--- config.mk ---
export PLATFORM = sky130hd
export DESIGN_NAME = fifo_tx_scheduler
export DESIGN_NICKNAME = d
export VERILOG_FILES = /design/src/rtl/fifo_tx_scheduler_pkg.sv /design/src/rtl/sched_down_counter.sv /design/src/rtl/fifo_tx_scheduler.sv
export SDC_FILE = /design/constraint.sdc
export NUM_CORES = 1
export LEC_CHECK = 0
export BUFFER_PORTS_ARGS = -buffer_cell sky130_fd_sc_hd__buf_2
export CELL_PAD_IN_SITES_DETAIL_PLACEMENT = 1
export CELL_PAD_IN_SITES_GLOBAL_PLACEMENT = 2
export CORE_MARGIN = 2
export CORE_UTILIZATION = 38
export CTS_CLUSTER_SIZE = 28
export DETAILED_ROUTE_END_ITERATION = 10
export PLACE_DENSITY_LB_ADDON = 0.1
export SLEW_MARGIN = 20
export SYNTH_ARGS = -nofsm -noshare
export SYNTH_HDL_FRONTEND = slang
export SYNTH_SLANG_ARGS = --single-unit
export TNS_END_PERCENT = 1
--- constraint.sdc ---
create_clock -name clk -period 4.9 [get_ports clk]
set_input_delay 0.735 -clock clk [delete_from_list [all_inputs] [get_ports clk]]
set_output_delay 0.735 -clock clk [all_outputs]
set_load 0.02 [all_outputs]
--- src/rtl/fifo_tx_scheduler_pkg.sv ---
// Shared definitions for the FIFO-to-transmitter scheduler: state encoding,
// the default watchdog window and a width helper for the internal timers.
package fifo_tx_scheduler_pkg;

  typedef enum logic [2:0] {
    ST_IDLE      = 3'd0,
    ST_LOAD      = 3'd1,
    ST_LAUNCH    = 3'd2,
    ST_WAIT_BUSY = 3'd3,
    ST_WAIT_DONE = 3'd4,
    ST_GAP       = 3'd5
  } state_t;

  // Cycles allowed between tx_valid and the transmitter raising busy.
  localparam int TO_CYC_DEFAULT = 64;

  // Number of bits needed to hold values 0..max_val (never less than 1).
  function automatic int cnt_width(input int max_val);
    int w;
    w = $clog2(max_val + 1);
    if (w < 1) begin
      w = 1;
    end
    return w;
  endfunction

endpackage

--- src/rtl/sched_down_counter.sv ---
// Loadable down-counter with a zero flag. Load has priority over decrement,
// and decrementing stops at zero so the flag stays asserted once reached.
module sched_down_counter
  import fifo_tx_scheduler_pkg::*;
#(
  parameter int W = 8
) (
  input  logic         clk,
  input  logic         rst,
  input  logic         load_i,
  input  logic [W-1:0] load_val_i,
  input  logic         dec_i,
  output logic         zero_o
);

  logic [W-1:0] cnt_q;
  logic [W-1:0] cnt_d;

  // Next count: load wins, otherwise step down while not already at zero.
  always_comb begin
    cnt_d = cnt_q;
    if (load_i) begin
      cnt_d = load_val_i;
    end else if (dec_i && (cnt_q != '0)) begin
      cnt_d = cnt_q - W'(1);
    end
  end

  // Count register, cleared by the asynchronous reset.
  always_ff @(posedge clk or posedge rst) begin
    if (rst) begin
      cnt_q <= '0;
    end else begin
      cnt_q <= cnt_d;
    end
  end

  assign zero_o = (cnt_q == '0);

endmodule

--- src/rtl/fifo_tx_scheduler.sv ---
// Drains the read side of an async FIFO into a serial transmitter, one word
// per frame: capture the head word, pop it, pulse tx_valid, wait for the
// transmitter's busy cycle, then insert a programmable idle gap. A watchdog
// flags a transmitter that never acknowledges, and a wrapping counter tallies
// words that completed a full busy cycle.
module fifo_tx_scheduler
  import fifo_tx_scheduler_pkg::*;
#(
  parameter int DW     = 8,
  parameter int GAP_W  = 8,
  parameter int TO_CYC = TO_CYC_DEFAULT,
  parameter int CNT_W  = 16
) (
  input  logic             clk,
  input  logic             rst,
  input  logic             en,
  input  logic             fifo_empty,
  input  logic [DW-1:0]    fifo_rd_data,
  output logic             fifo_rd_inc,
  output logic [DW-1:0]    tx_data,
  output logic             tx_valid,
  input  logic             tx_busy,
  input  logic [GAP_W-1:0] gap_cfg,
  input  logic             err_clr,
  output logic [CNT_W-1:0] word_cnt,
  output logic             timeout_err,
  output logic             sched_idle
);

  // The watchdog is loaded in LAUNCH and reaches zero on the last WAIT_BUSY
  // cycle that may still see busy rise, so timeout_err rises exactly TO_CYC
  // cycles after tx_valid. TO_CYC must be at least 2.
  localparam int              WD_W    = cnt_width(TO_CYC);
  localparam logic [WD_W-1:0] WD_LOAD = WD_W'((TO_CYC >= 2) ? (TO_CYC - 2) : 0);

  state_t             state_q;
  state_t             state_d;
  logic [DW-1:0]      tx_data_q;
  logic [DW-1:0]      tx_data_d;
  logic               rd_inc_q;
  logic               rd_inc_d;
  logic               tx_valid_q;
  logic               tx_valid_d;
  logic               idle_q;
  logic               idle_d;
  logic               err_q;
  logic               err_d;
  logic [CNT_W-1:0]   cnt_q;
  logic [CNT_W-1:0]   cnt_d;

  logic               capture;
  logic               cnt_inc;
  logic               to_set;
  logic               wd_load;
  logic               wd_dec;
  logic               wd_zero;
  logic               gap_load;
  logic               gap_dec;
  logic               gap_zero;
  logic [GAP_W-1:0]   gap_load_val;

  // A gap of N cycles is counted N-1 down to 0. A zero gap after a timeout
  // still passes through GAP for a single cycle.
  assign gap_load_val = (gap_cfg == '0) ? '0 : (gap_cfg - GAP_W'(1));

  sched_down_counter #(
    .W (WD_W)
  ) u_watchdog (
    .clk        (clk),
    .rst        (rst),
    .load_i     (wd_load),
    .load_val_i (WD_LOAD),
    .dec_i      (wd_dec),
    .zero_o     (wd_zero)
  );

  sched_down_counter #(
    .W (GAP_W)
  ) u_gap_timer (
    .clk        (clk),
    .rst        (rst),
    .load_i     (gap_load),
    .load_val_i (gap_load_val),
    .dec_i      (gap_dec),
    .zero_o     (gap_zero)
  );

  // Next-state and per-state control strobes for the word sequencer.
  always_comb begin
    state_d  = state_q;
    capture  = 1'b0;
    cnt_inc  = 1'b0;
    to_set   = 1'b0;
    wd_load  = 1'b0;
    wd_dec   = 1'b0;
    gap_load = 1'b0;
    gap_dec  = 1'b0;
    case (state_q)
      ST_IDLE: begin
        // A busy transmitter may belong to another source: do not start.
        if (en && !fifo_empty && !tx_busy) begin
          capture = 1'b1;
          state_d = ST_LOAD;
        end
      end
      ST_LOAD: begin
        state_d = ST_LAUNCH;
      end
      ST_LAUNCH: begin
        wd_load = 1'b1;
        state_d = ST_WAIT_BUSY;
      end
      ST_WAIT_BUSY: begin
        if (tx_busy) begin
          state_d = ST_WAIT_DONE;
        end else if (wd_zero) begin
          to_set   = 1'b1;
          gap_load = 1'b1;
          state_d  = ST_GAP;
        end else begin
          wd_dec = 1'b1;
        end
      end
      ST_WAIT_DONE: begin
        if (!tx_busy) begin
          cnt_inc = 1'b1;
          if (gap_cfg != '0) begin
            gap_load = 1'b1;
            state_d  = ST_GAP;
          end else begin
            state_d = ST_IDLE;
          end
        end
      end
      ST_GAP: begin
        if (gap_zero) begin
          state_d = ST_IDLE;
        end else begin
          gap_dec = 1'b1;
        end
      end
      default: begin
        state_d = ST_IDLE;
      end
    endcase
  end

  // Registered outputs decoded from the next state, plus data and status.
  always_comb begin
    rd_inc_d   = (state_d == ST_LOAD);
    tx_valid_d = (state_d == ST_LAUNCH);
    idle_d     = (state_d == ST_IDLE);
    tx_data_d  = capture ? fifo_rd_data : tx_data_q;
    cnt_d      = cnt_inc ? (cnt_q + CNT_W'(1)) : cnt_q;
    // A timeout in the same cycle as err_clr leaves the flag set.
    if (to_set) begin
      err_d = 1'b1;
    end else if (err_clr) begin
      err_d = 1'b0;
    end else begin
      err_d = err_q;
    end
  end

  // State and output registers with asynchronous reset.
  always_ff @(posedge clk or posedge rst) begin
    if (rst) begin
      state_q    <= ST_IDLE;
      tx_data_q  <= '0;
      rd_inc_q   <= 1'b0;
      tx_valid_q <= 1'b0;
      idle_q     <= 1'b1;
      err_q      <= 1'b0;
      cnt_q      <= '0;
    end else begin
      state_q    <= state_d;
      tx_data_q  <= tx_data_d;
      rd_inc_q   <= rd_inc_d;
      tx_valid_q <= tx_valid_d;
      idle_q     <= idle_d;
      err_q      <= err_d;
      cnt_q      <= cnt_d;
    end
  end

  assign fifo_rd_inc = rd_inc_q;
  assign tx_data     = tx_data_q;
  assign tx_valid    = tx_valid_q;
  assign sched_idle  = idle_q;
  assign timeout_err = err_q;
  assign word_cnt    = cnt_q;

endmodule

==> results of run 1 <==
report_power, final:
group	total, mW	switching (mW)	leakage, nW	internal (mW)
registers	0.379	0.00000000000000000845	0.574	0.379
logic	0.0310	0.0198	0.733	0.0112
clock network	0.288	0.135	0.0585	0.153
synthesized netlist by cell type, drive strengths merged (2+ instances only):
cell type	n	area share
nand4	6	0.015
clkbuf	3	0.0045
nand3	6	0.012
o21ai	8	0.021
mux2i	6	0.024
o211ai	8	0.024
dfrtp	45	0.45
and4bb	3	0.015
mux2	9	0.041
nand2	19	0.030
nor3b	6	0.018
nor2	13	0.021
or3b	3	0.011
or3	5	0.013
a211oi	3	0.0091
xor2	11	0.039
nor4	2	0.010
nor3	10	0.020
ha	6	0.030
inv	11	0.017
nor4b	3	0.019
buf	3	0.0096
a31oi	2	0.0050
and3	4	0.011
or4b	3	0.015
a21oi	4	0.0096
xnor2	16	0.056
area by class of cell:
class,count,area [um2]
inverter,11,42.5
clock inverter,3,43.8
tap,77,96.3
timing repair buffer,49,245
sequential,46,1150
fill,725,3440
multi-input combinational,166,1260
clock buffer,5,68.8
worst max-delay path by stage:
| stage | startpoint | end | slack [ns] | depth (start not counted) |
|---|---|---|---|---|
| after global placement | tx_busy | word_cnt[12] | 2.47 | 5 |
| after CTS | u_gap_timer.cnt_q[0] | u_gap_timer.cnt_q[1] | 2.70 | 6 |
| final | u_gap_timer.cnt_q[0] | u_gap_timer.cnt_q[1] | 2.67 | 6 |
| after global routing | u_gap_timer.cnt_q[1] | u_gap_timer.cnt_q[1] | 2.49 | 6 |
| after floorplan | gap_cfg[0] | u_gap_timer.cnt_q[2] | 2.78 | 6 |
| after detailed placement | tx_busy | word_cnt[12] | 2.42 | 5 |
flip-flops by register name (all words and copies together) (netlist names):
| signal | flops |
|---|---|
| u_gap_timer.cnt_q | 8 |
| word_cnt | 16 |
| sched_idle | 1 |
| fifo_rd_inc | 1 |
| timeout_err | 1 |
| u_watchdog.cnt_q | 7 |
| state_q | 3 |
| tx_valid | 1 |
| tx_data | 8 |
per-layer routing:
metal  up-vias  routed length [um]
met5         -                   0
met2        39                2630
met3         6                 230
met1       909                2760
li1        928                   -
met4         0                  54
worst reg2reg max path, delay by kind of cell, from the launching register on:
family	cells	cell delay, ns
buffers and inverters	1	0.12
DFF	1	0.47
muxes	2	0.45
adders and majority gates	1	0.15
AOI/OAI and AO/OA	1	0.30
and+or+nand+nor	1	0.63
cells by family after synthesis:
group | after synthesis | share of synthesized area
buffers and inverters | 17 | 0.0307
DFF | 46 | 0.464
AOI/OAI and AO/OA | 32 | 0.0932
xor gates and xnor gates | 27 | 0.0952
muxes | 15 | 0.0650
and+or+nand+nor | 86 | 0.222
adders and majority gates | 6 | 0.0302
==> metrics list, run 1 <==
- Critical path buffers and inverters: 1
- In the routed design, unresolved DRC markers number 0.
* Worst R2R Path Depth: 6
* Worst supply voltage drop on vdd: about 120 uV
* Post-layout min period: about 2.2 ns
- Along the worst path, the maximum fanout reaches 7.
* Yosys Warn Count: 0
- Endpoints failing hold: 0
- Dividing total power by cell area gives a power density of roughly 240 nW/um2.
* Proportion of layout cells with a drive suffix above 1: 0.304
* CP top delay family: simple AND/OR/NAND/NOR gates
- Crit Path Class: reg2reg
- Hold repair after CTS inserted 0 buffers.
- Post-Synthesis Cell Area: 2480 um2
* Count of final setup violators: 0
- TritonCTS Buffers: 5
- Max-cap check violation count: 0
* Worst hold slack across all endpoints: between 0.4 and 0.5 ns
- The library cell used most frequently in the layout, excluding fill and tap cells, is sky130_fd_sc_hd__buf_2.
- The clock passes through at most 2 buffers.
- Worst R2R End: u_gap_timer.cnt_q[1]
- Chip Width: around 85 um
- Number of global-route vias before repair: roughly 1900
* WHS Path Cells: 1
* H-tree depth: 2
- Delay of the slowest cell on the worst path: ~0.63 ns
- Number of cells in the design after placement: 349
- Summed over all cells, the static leakage comes to approximately 1.4 nW.
- Startpoint class of the critical path: flop
- Async set-reset flop share out of synthesis: 1.00
- Compared with the post-synthesis result, the final layout area differs by 16.9%.
- Entering global routing, the biggest net connects 47 pins.
* Total overflow reported by the global router: 0
- Number of antenna violations at the first check in global routing: 0
- Reg-to-Reg Start: u_gap_timer.cnt_q[0]
- In this run the most used layer during global routing was met2.
* Final design utilization: 0.458
- In the final routed layout, each cell accounts on average for ~16 um.
* GR Layer Usage met3: 0.0350
- Synthesis handed over a netlist of 229 instances.
* Number of routed nets with antenna violations: 0
- Highest-delay cell along the critical path: sky130_fd_sc_hd__nor3b_1
- Post-synthesis sequential area ratio: 0.464
* 1st-iter DRT viols: 32
- Yosys mapped a number of flops with a built-in enable equal to 0.
- Overall power consumption after layout is estimated at around 700 uW.
- The worst setup path is captured at a flop.
* Syn Nets: between 200 and 300
* First-pass GRT wire length: between 9 and 10 mm
- Worst Path Arrival: 2.42 ns
* Met1 usage: 0.240
- Top flip-flop cell by instance count after synthesis: sky130_fd_sc_hd__dfrtp_1
* CTS clk-pin slew, worst paths: roughly 0.090 ns
- For hold timing, the worst endpoint is word_cnt[15].
* Total Neg Setup Slack: 0 ns
- For this run, the post-layout net count is 307.
- For the pin with the worst max-slew slack, the measured transition is 0.799 ns.
* Detailed Place HPWL: approximately 4.3 mm
* Critical Path RT: about 5.1 ns
- The total count of max-transition violations in the final report was 0.
- Setup repair after global routing missed its margin: false
- Number of standard cells in the layout, taps in and fillers out: 357
- The die covers 7200 um2.
* Post-layout worst setup margin: about 2.7 ns
- Across all register-to-register paths, the minimum setup slack is between 2 and 3 ns.
* Worst setup skew after layout: about 0.0076 ns
- Synthesis-stage register bit count: between 40 and 50
- 0 antenna diodes ended up in the layout.
- In the finished design, the share of the clock period the worst path needs comes to 0.455.
- For this run, the top clock speed supported by timing is 449 MHz.
* Start point of the worst hold path: word_cnt[15]
- Headroom to the max-slew limit came out at 0.467.
- Total vias in the final route: 1882
- GRT Resource Usage Total: 0.168
- For this run, global-route usage on met2 was measured as 0.268.
- Once placement finished, the instance area stood at between 2000 and 3000 um2.
- Initial cell density of the core: 0.391
- Type of the most critical hold path: reg2reg
- The routed design has 5.67 mm of wire.
- Cell variety after synth: 50
- Final instance area: about 2900 um2
* Ratio of routed vias to standard cells: 5.27
- Postcts setup bufs: 0
* Clock tree from TritonCTS: built
- Clock tree root driver cell: sky130_fd_sc_hd__clkbuf_8
- Most frequent cells in the layout: sky130_fd_sc_hd__buf_2, sky130_fd_sc_hd__dfrtp_1, sky130_fd_sc_hd__nand2_1
- Global placer's final weighted congestion: approximately 0.77
- Synthesized area per cell: roughly 11 um2
- The run finished with clean final reports.
* # IOs: 50
- Clock latency reported for the late side of the worst-skew pair: around 0.30 ns
- Height of the die: 84.9 um
* Pre-antenna DRT Iters: 3
* Worst setup slack before clock tree synthesis: 2.42 ns
- The signal on the critical path passes through inv_1, ha_1, nor3b_1, a21oi_1, mux2i_1, mux2_2.
* Total number of placement rows: 29
* Floorplan core area: 6350 um2
- Gates resized during post-CTS repair numbered 0.
- IO buf count: 49
- Clock tree synthesis found a total of 46 sinks.
(Power assumes the default switching activity.)
==> run 2: changes to the inputs <==
--- a/config.mk
+++ b/config.mk
@@ -9,7 +9,7 @@
 export CELL_PAD_IN_SITES_DETAIL_PLACEMENT = 1
 export CELL_PAD_IN_SITES_GLOBAL_PLACEMENT = 2
 export CORE_MARGIN = 2
-export CORE_UTILIZATION = 38
+export CORE_UTILIZATION = 31
 export CTS_CLUSTER_SIZE = 28
 export DETAILED_ROUTE_END_ITERATION = 10
 export PLACE_DENSITY_LB_ADDON = 0.1
==> constraint.sdc (replaced) <==
create_clock -name clk -period 2 [get_ports clk]
set_input_delay 0.3 -clock clk [delete_from_list [all_inputs] [get_ports clk]]
set_output_delay 0.3 -clock clk [all_outputs]
set_load 0.02 [all_outputs]
==> run 2 against run 1 <==
  * First-iteration DRC count rose by 94%
  * Power rose by 150%
  * Hold slack got worse by 0.29 ns
  * Via count rose by 4.8%
  * Sequential share of layout area fell by 2.0 points
  * Critical endpoint is now u_gap_timer.cnt_q[4]
  * Critical path depth did not move
  * Non-clock buffer count rose by 15
  * Combinational power rose to 2.6 times the previous value
  * Global-route usage fell by 1.6 points
  * Cell area rose by 5.2%
==> metrics list, run 2 (synthesized netlist as in run 1, its figures left out) <==
- Status: complete, no violations (unchanged).
* Area enclosed by the die boundary: 8750 um2 (was 7200 um2)
* Nets: 322 (was 307)
- The final critical-path required period was 1.83 ns (was 2.23 ns).
* Worst hold slack across all endpoints: 0.176 ns (was 0.470 ns)
- The fmax was 547 MHz (was 449 MHz).
- Drt wl/cell: 15.3 um (was 15.9 um)
- Count of final setup violators: 0 (unchanged)
- The fraction of power consumed by the clock network came to 0.411 (was 0.412).
- The buffer depth of the longest clock path is 2 (unchanged).
- Clock tree from TritonCTS: built (unchanged)
- The layout-stage area growth over the synthesis result was 23.0% (was 16.9%).
- # IOs: 50 (unchanged)
- The initial cell density of the core came to 0.322 (was 0.391).
- The delay of the slowest critical-path stage came to 0.45 ns (was 0.63 ns).
- The total count of max-transition violations in the final report came to 0 (unchanged).
* Endpoint kind of the worst setup timing path: flop (unchanged)
* Worst Path Arrival: 2.01 ns (was 2.42 ns)
- The number of placed instances, taps included was 388 (was 349).
- Setup repair after global routing missed its margin: true (was false)
- The initial antenna violation count is 0 (unchanged).
* Total overflow reported by the global router: 0 (unchanged)
- The buffer type at the clock tree root is sky130_fd_sc_hd__clkbuf_8 (unchanged).
- DRC violations left: 0 (unchanged)
- The count of standard-cell rows was 32 (was 29).
* Worst supply voltage drop on vdd: 288 uV (was 124 uV)
- Type of the most critical hold path: in2reg (was reg2reg)
* Height of the die: 93.5 um (was 84.9 um)
* Crit path max fanout: 3 (was 7)
- CTS clk-pin slew, worst paths: 0.09 ns (about the same)
- 1st-iter DRT viols: 62 (was 32)
- The count of buffering cells on the critical path with inverters included is 1 (unchanged).
* Pwr/cell area: 561 nW/um2 (was 240 nW/um2)
- Chip Width: 93.5 um (was 84.9 um)
- The clock network latency to the later pin of the worst-skew pair came to 0.30 ns (about the same).
* Routed Wire Length: 6.07 mm (was 5.67 mm)
- The final core utilization came to 0.396 (was 0.458).
- Critical Path, Cell by Cell: inv_1, ha_1, or3b_2, a211oi_1, xnor2_1, o21ai_0 (was inv_1, ha_1, nor3b_1, a21oi_1, mux2i_1, mux2_2).
* Switching power: 382 uW (was 155 uW)
- Count of antenna diodes in the layout: 0 (unchanged)
- The count of fill cells added during filler insertion is 912 (was 725).
* Largest register FFs: 16 (unchanged)
- The worst relative slew slack was 0.690 (was 0.467).
* Final worst-path cycle share: 0.914 (was 0.455)
- CP top delay family: simple AND/OR/NAND/NOR gates (unchanged)
- Number of standard cells in the layout, taps in and fillers out: 397 (was 357)
* H-tree depth: 2 (unchanged)
* TritonCTS Buffers: 5 (unchanged)
- The final cell area excluding filler cells was 3060 um2 (was 2910 um2).
* Detailed Place HPWL: 4.83 mm (was 4.32 mm)
- Critical Path RT: 2.18 ns (was 5.09 ns)
- The via count of the first global-routing pass was 2080 (was 1937).
* Highest-delay cell along the critical path: sky130_fd_sc_hd__or3b_2 (was sky130_fd_sc_hd__nor3b_1)
* Post-detailed-placement cell area: 2930 um2 (was 2790 um2)
* Actual slew at the worst max-slew pin: 0.462 ns (was 0.799 ns)
- Largest net degree at the start of global routing: 21 (was 47)
* Combinational share of power: 0.047 (was 0.044)
- Ratio of routed vias to standard cells: 4.97 (was 5.27)
- The total area of multi-input combinational cells is 1260 um2 (about the same).
- Endpoints failing hold: 0 (unchanged)
* Sequential group share of total power: 0.542 (was 0.543)
* Pre-antenna DRT Iters: 4 (was 3)
- The area of all sequential standard cells is 1150 um2 (unchanged).
* Startpoint class of the critical path: flop (unchanged)
- The cell leakage power came to 1.43 nW (was 1.37 nW).
- The share of cells above drive strength 1 was 0.339 (was 0.304).
* Clock sink count: 46 (unchanged)
* Worst setup skew after layout: 0.00498 ns (was 0.00764 ns)
* Sw Share: 0.223 (was 0.222)
* Total internal power: 1.33 mW (was 544 uW)
- Commonest non-fill, non-tap cell in the layout: sky130_fd_sc_hd__buf_2 (unchanged)
* Floorplan core area: 7730 um2 (was 6350 um2)
- Crit Path Class: reg2reg (unchanged)
* Number of routed nets with antenna violations: 0 (unchanged)
- GRT Resource Usage Total: 0.152 (was 0.168)
- First-pass GRT wire length: 10.4 mm (was 9.74 mm)
- Postcts setup bufs: 0 (unchanged)
* Total vias in the final route: 1972 (was 1882)
- The final RePlAce weighted congestion came to 0.778 (was 0.768).
- The number of input and output port buffers inserted came to 49 (unchanged).
- Most frequent cells in the layout: sky130_fd_sc_hd__buf_2, sky130_fd_sc_hd__dfrtp_1, sky130_fd_sc_hd__nand2_1 (unchanged)
- The total power of the final layout was 1.71 mW (was 698 uW).
- Max-cap check violation count: 0 (unchanged)
[run 2: routing by layer]
metal / up-vias / share of wire / GRT usage
li1: 953 / - / -
met1: 967 / 0.46 / 0.188
met2: 45 / 0.49 / 0.266
met3: 7 / 0.043 / 0.0306
met4: 0 / 0.014 / 0.0471
met5: - / 0 / 0
[run 2: final cells by class]
cell class                      instances  area share
Clock buffer                            5      0.0225
Clock inverter                          3      0.0147
Inverter                               11      0.0135
Multi-Input combinational cell        166       0.413
Sequential cell                        46       0.377
Tap cell                              102      0.0418
Timing Repair Buffer                   64       0.118
[run 2: final timing paths]
check                                     startpoint                    to  slack (ns)  depth (start not counted)
min in group asynchronous                        rst  u_gap_timer.cnt_q[5]        0.53                          3
worst min-delay path                         err_clr           timeout_err        0.18                          2
worst max register to register  u_gap_timer.cnt_q[1]  u_gap_timer.cnt_q[4]        0.17                          6
worst max-delay path            u_gap_timer.cnt_q[1]  u_gap_timer.cnt_q[4]        0.17                          6
max in group asynchronous                        rst           word_cnt[9]        0.92                          4
worst min register to register          word_cnt[15]          word_cnt[15]        0.47                          1
[run 2: power groups by stage]
stage                     clock [mW]  combinational, mW  sequential [mW]
after floorplan                    0             0.0359            0.948
after global placement             0             0.0826            0.948
after detailed placement           0             0.0826            0.948
after CTS                      0.740             0.0843            0.929
after global routing           0.775             0.0928            0.929
final                          0.705             0.0812            0.929
[run 2: repair_timing]
action | CTS | global route
hold endpoints to repair | 17 | 0
endpoints found under the setup margin | 0 | 4
hold buffers | 1 | 0
resized for setup | 0 | 1
[run 2: per-stage QoR]
stage | setup TNS (ns) | setup slack [ns]
3_3_place_gp | 0 | 0.139
5_1_grt | -0.0125 | -0.0125
6_report | 0 | 0.172
3_5_place_dp | 0 | 0.0948
4_1_cts | 0 | 0.168
2_1_floorplan | 0 | 0.206
